File: src/rtl/pipe_pkg.sv
// rtl/pipe_pkg.sv - shared widths and payload layout for the pipeline skid register
package pipe_pkg;

    localparam int RD_W_DEF   = 5;
    localparam int DATA_W_DEF = 32;

    // Field order matches the flat {we, rd, data} vector held in each slot.
    typedef struct packed {
        logic                  we;
        logic [RD_W_DEF-1:0]   rd;
        logic [DATA_W_DEF-1:0] data;
    } pipe_payload_t;

endpackage

File: src/rtl/pipe_slot.sv
// rtl/pipe_slot.sv - one valid bit plus payload register with load, drop and clear
module pipe_slot #(
    parameter int           W       = 1,
    parameter logic [W-1:0] RST_VAL = '0
) (
    input  logic         clk,
    input  logic         rst,
    input  logic         clr,
    input  logic         load,
    input  logic         drop,
    input  logic [W-1:0] load_val,
    output logic         valid,
    output logic [W-1:0] pay
);

    logic         valid_q, valid_d;
    logic [W-1:0] pay_q, pay_d;

    // clear beats load beats drop; drop keeps the stale payload to avoid a mux
    always_comb begin
        valid_d = valid_q;
        pay_d   = pay_q;
        if (clr) begin
            valid_d = 1'b0;
            pay_d   = RST_VAL;
        end else if (load) begin
            valid_d = 1'b1;
            pay_d   = load_val;
        end else if (drop) begin
            valid_d = 1'b0;
        end
    end

    always_ff @(posedge clk) begin
        if (rst) begin
            valid_q <= 1'b0;
            pay_q   <= RST_VAL;
        end else begin
            valid_q <= valid_d;
            pay_q   <= pay_d;
        end
    end

    assign valid = valid_q;
    assign pay   = pay_q;

endmodule

File: src/rtl/pipe_skid_reg.sv
// rtl/pipe_skid_reg.sv - pipeline stage register; PIPE_SKID_EN adds a skid entry for a registered in_ready
module pipe_skid_reg
    import pipe_pkg::*;
#(
    parameter int                DATA_W   = DATA_W_DEF,
    parameter int                RD_W     = RD_W_DEF,
    parameter logic [DATA_W-1:0] RST_DATA = '0
) (
    input  logic              clk,
    input  logic              rst,
    input  logic              flush,
    input  logic              in_valid,
    output logic              in_ready,
    input  logic              in_we,
    input  logic [RD_W-1:0]   in_rd,
    input  logic [DATA_W-1:0] in_data,
    output logic              out_valid,
    input  logic              out_ready,
    output logic              out_we,
    output logic [RD_W-1:0]   out_rd,
    output logic [DATA_W-1:0] out_data,
    output logic [1:0]        occupancy
);

    localparam int                PAY_W   = 1 + RD_W + DATA_W;
    localparam logic [PAY_W-1:0] PAY_RST = {1'b0, {RD_W{1'b0}}, RST_DATA};

    logic [PAY_W-1:0] in_pay;
    logic             head_valid;
    logic [PAY_W-1:0] head_pay;
    logic [PAY_W-1:0] head_load_val;
    logic             head_load, head_drop;
    logic             accept, retire;

    assign in_pay = {in_we, in_rd, in_data};
    assign accept = in_valid && in_ready && !flush;
    assign retire = head_valid && out_ready;

`ifdef PIPE_SKID_EN
    logic             skid_valid;
    logic [PAY_W-1:0] skid_pay;
    logic             skid_load, skid_drop;

    // skid only fills while the head stalls, so it is always the younger entry
    always_comb begin
        head_load     = 1'b0;
        head_drop     = 1'b0;
        head_load_val = in_pay;
        skid_load     = 1'b0;
        skid_drop     = 1'b0;
        if (skid_valid) begin
            head_load_val = skid_pay;
            head_load     = retire;
            skid_drop     = retire;
        end else begin
            head_load = accept && (!head_valid || retire);
            head_drop = retire && !accept;
            skid_load = accept && head_valid && !retire;
        end
    end

    pipe_slot #(
        .W       (PAY_W),
        .RST_VAL (PAY_RST)
    ) u_skid (
        .clk      (clk),
        .rst      (rst),
        .clr      (flush),
        .load     (skid_load),
        .drop     (skid_drop),
        .load_val (in_pay),
        .valid    (skid_valid),
        .pay      (skid_pay)
    );

    assign in_ready  = !skid_valid;
    assign occupancy = {1'b0, head_valid} + {1'b0, skid_valid};
`else
    always_comb begin
        head_load     = accept;
        head_drop     = retire && !accept;
        head_load_val = in_pay;
    end

    assign in_ready  = !head_valid || out_ready;
    assign occupancy = {1'b0, head_valid};
`endif

    pipe_slot #(
        .W       (PAY_W),
        .RST_VAL (PAY_RST)
    ) u_head (
        .clk      (clk),
        .rst      (rst),
        .clr      (flush),
        .load     (head_load),
        .drop     (head_drop),
        .load_val (head_load_val),
        .valid    (head_valid),
        .pay      (head_pay)
    );

    // writes to x0 never reach the register file
    assign out_valid = head_valid;
    assign out_data  = head_pay[DATA_W-1:0];
    assign out_rd    = head_pay[DATA_W +: RD_W];
    assign out_we    = head_pay[PAY_W-1] && head_valid && (out_rd != '0);

endmodule

File: config.mk
export PLATFORM = sky130hd
export DESIGN_NAME = pipe_skid_reg
export DESIGN_NICKNAME = d
export VERILOG_FILES = /design/src/rtl/pipe_pkg.sv /design/src/rtl/pipe_slot.sv /design/src/rtl/pipe_skid_reg.sv
export SDC_FILE = /design/constraint.sdc
export NUM_CORES = 1
export LEC_CHECK = 0
export BUFFER_PORTS_ARGS = -buffer_cell sky130_fd_sc_hd__buf_4
export CAP_MARGIN = 20
export CORE_MARGIN = 2
export CORE_UTILIZATION = 39
export DETAILED_ROUTE_END_ITERATION = 16
export GPL_ROUTABILITY_DRIVEN = 0
export GPL_TIMING_DRIVEN = 0
export PLACE_DENSITY = 0.79
export SYNTH_ARGS = -nofsm -noshare
export SYNTH_HDL_FRONTEND = slang
export SYNTH_SLANG_ARGS = --single-unit
File: constraint.sdc
create_clock -name clk -period 2.4 [get_ports clk]
set_input_delay 0.36 -clock clk [delete_from_list [all_inputs] [get_ports clk]]
set_output_delay 0.36 -clock clk [all_outputs]
set_load 0.05 [all_outputs]
# --- Yosys cells after proc, flatten, opt, wreduce, memory -nomap -nowiden ---
# Cells that the tools add are included.
totals:
  out_inout_bits: 42
  register_bits: 39
classes:
  mux: 2
  reduce_logical: 13
ops:
  columns: ["op", "n"]
  rows:
  - ["1-bit logical AND", 6]
  - ["5-bit nonzero test", 1]
  - ["1-bit logical NOT", 3]
  - ["1-bit two-way mux", 2]
  - ["2-bit nonzero test", 1]
  - ["2-bit OR reduction", 1]
  - ["1-bit logical OR", 1]

# --- Longest topological paths before layout ---
depth:
  ltp_word: 8
  depth_mapped: 6

# --- Cells and area by module ---
# Synthesis repeated with hierarchy kept, for this count alone.
hier_totals:
  cells_unflattened: 137
  area_unflattened_um2: 1483.9
by_module_without_submodules:
  columns: ["mod", "instances", "area_each_um2", "cells_per_inst", "seq_area_each_um2"]
  rows:
  - ["pipe_slot", 1, 1423.9, 128, 780.7]
  - ["pipe_skid_reg", 1, 60.1, 9, 0.0]

# --- Worst setup path after synthesis ---
# OpenSTA, ideal clock, no wires.
synth_timing:
  path_kind: "register to output"
  from: "reg u_head.valid_q, in the netlist u_head.valid"
  to: "out out_we"
  path_buffers: 0
  stages_incl_launch_ff: 2
  setup_slack_ns: 0.823
  arrival_ns: 1.217
  path_cell_list: "dfxtp_1 o311a_1"
synth_via:
  elab_chain_cells: 2
synth_rtl:
  columns: ["element", "line_no", "rtl"]
  rows:
  - ["start: declaration", "pipe_slot.sv:16", "logic valid_q, valid_d;"]
  - ["start signal: assignment", "pipe_slot.sv:39", "valid_q <= valid_d;"]
  - ["1-bit logical AND (2 in a row)", "pipe_skid_reg.sv:107", "assign out_we = head_pay[PAY_W-1] && head_valid && (out_rd != '0);"]
  - ["end: declaration", "pipe_skid_reg.sv:19", "output logic out_we,"]
# Every way passes these cells.

# --- Final worst setup path ---
layout_timing:
  from: "reg u_head.pay_q[32], in the netlist u_head.pay[32]"
  to: "out out_we"
layout_via:
  elab_chain_cells: 2
layout_rtl:
  columns: ["element", "line_no", "rtl"]
  rows:
  - ["start: declaration", "pipe_slot.sv:17", "logic [W-1:0] pay_q, pay_d;"]
  - ["start signal: assignment", "pipe_slot.sv:40", "pay_q <= pay_d;"]
  - ["5-bit nonzero test", "pipe_skid_reg.sv:107", null]
  - ["1-bit logical AND", "pipe_skid_reg.sv:107", null]
# Every way passes these cells.

==> flow_summary.ini <==
[drt]
drt_iter0_drc = 102
vias_per_cell = 4.82
routedWlPerCell_um = 12.6
post-route-drc-count = 0
antenna_left = 0
routed_wl_um = 4610
firstDrtPassIters = 4
num_vias = 1770

[critical_path]
arrival_ns = 1.46
start_kind = flop
crit_fanout = 3
worst-endpoint-required_ns = 2.04
end_kind = primary output
crit_type = reg2out

[sta]
drv_slew = 0
hold_slack_ns = 0.299
fmax_mhz = 549
period_needed_ns = 1.82
tightestPinTransition_ns = 0.505
grt_setup_unrepaired = false
hold_viol = 0
fin_tns_setup_ns = 0
skew_ns = 0.00552
setup_viol = 0
slew_headroom_pct = 66.3
period_share_pct = 75.9

[power_and_ir_drop]
irDropWorstVdd_v = 0.000276
cellLeakagePower_nw = 1.25
powerDensity_nw_per_um2 = 521

[synth]
syn_inst = 222
ys_warn_count = 0
synth-seq-area-share_pct = 41.2
syn_area_per_cell_sq_um = 8.54
synth_nets = 265
yosysTopAreaCell = dfxtp_1
post-synth-top-area-fraction_pct = 41.2
ys_ff_latch = 39
synth_area_leaders = dfxtp_1 41%, buf_4 16%, nand4_1 13%
synth_area_sq_um = 1900
yosysUniqueCellTypes = 18

[clock_network]
cts_tree = yes
post_cts_buffers = 0
ctsResizeCount = 0
clk_pin_slew_ns = 0.07
cts_root_buf = clkbuf_8
cts_buffers = 5
clkLatencyLatePin_ns = 0.28
cts_htree_levels = 2
cts.sinks = 39
holdBufCountCts = 0
clock_path_buffers = 2

[floorplan]
die_w_um = 73.7
ios = 85
core_sq_um = 4690
rows = 25
initial_core_util_pct = 40.4
die_h_um = 73.7
fp.dieArea_sq_um = 5440

[global_route]
grt_max_degree = 12
grt_pass1_vias = 1737
antenna_found_initial = 0
grt_pass1_wl_um = 7640
grt_usage_pct = 17.9
gr-total-overflow = 0

[run]
maxCapViolCount = 0

[final_layout]
area_growth_pct = 41.7
antenna_cells = 0
layout-drive-gt1-share_pct = 52.7
final_nets = 355
final_area_sq_um = 2690

[place]
dpl_cell_area_sq_um = 2590
dpl.hpwl_um = 3360
io_buffers = 83

[worst_hold_path]
hold_class = in2reg

[status]
status = completed
## worst paths after layout
| check | start | cells after the start | slack, ns | end |
|---|---|---|---|---|
| min | in_data[26] | 3 | 0.30 | u_head.pay[26] |
| min reg2reg | u_head.pay[18] | 2 | 0.46 | u_head.pay[18] |
| max | u_head.pay[32] | 3 | 0.58 | out_we |
| max reg2reg | u_head.valid | 5 | 1.09 | u_head.pay[11] |
## sequential cells by signal, summed over array words and instances (netlist names)
name / flops
u_head.pay: 38
u_head.valid: 1
## report_power, final
| group | internal, mW | switching [mW] |
|---|---|---|
| combinational | 0.106 | 0.141 |
| sequential | 0.662 | 0.00866 |
| clock | 0.262 | 0.220 |
## cells in the final DEF, fill, tap and decap left out, drive strengths merged, types with 16 or more instances in the layout
master	netlist	routed
dfxtp	39	39
nand4	38	38
buf	52	135
clkbuf	8	16
o21ai	38	38
nand2	38	38
## logic make-up after synthesis
| logic type | after synthesis | synth area share, % |
|---|---|---|
| other | 1 | 0.198 |
| AOI/OAI and AO/OA | 40 | 14.9 |
| buffers and inverters | 61 | 21.8 |
| and+or+nand+nor | 81 | 22.0 |
| DFF | 39 | 41.2 |
## Yosys cell counts (all sizes together)
library cell  instances
nand2                38
dfxtp                39
buf                  52
o21ai                38
clkbuf                8
conb                  1
nor2b                 1
nor2                  1
nand4                38
a21boi                1
o311a                 1
and2                  1
or3                   1
nand2b                1
inv                   1
## through the flow
step	std cells	total power [mW]	setup slack [ns]	util [%]
floorplan	222	0.833	0.823	-
global placement	359	0.932	0.875	55.1
detailed placement	359	0.934	0.880	55.1
CTS	367	1.42	0.560	57.3
global route	367	1.46	0.535	57.3
finish	367	1.40	0.579	57.3
## worst max-delay path: stages (launching register included)
cell and delay (ns):
dfxtp_1 0.32, or3_1 0.37, o311a_1 0.29, buf_4 0.19
## area by class of cell
type / count / area, sq um
Buffer: 60 / 409
Clock buffer: 8 / 100
Fill cell: 465 / 2000
Inverter: 1 / 3.75
Multi-Input combinational cell: 122 / 703
Sequential cell: 39 / 781
Tap cell: 54 / 67.6
Timing Repair Buffer: 83 / 623
## per-layer routing
layer | global-route usage [%] | part of all wire, % | routed length (um) | up-vias
met5 | 0 | 0 | 0 | -
met4 | 4.24 | 0.54 | 25 | 0
met3 | 4.80 | 7.4 | 343 | 4
met1 | 22.6 | 42 | 1950 | 797
li1 | - | - | - | 910
met2 | 30.3 | 50 | 2290 | 59
No activity file was read; power rests on OpenSTA's default activity.
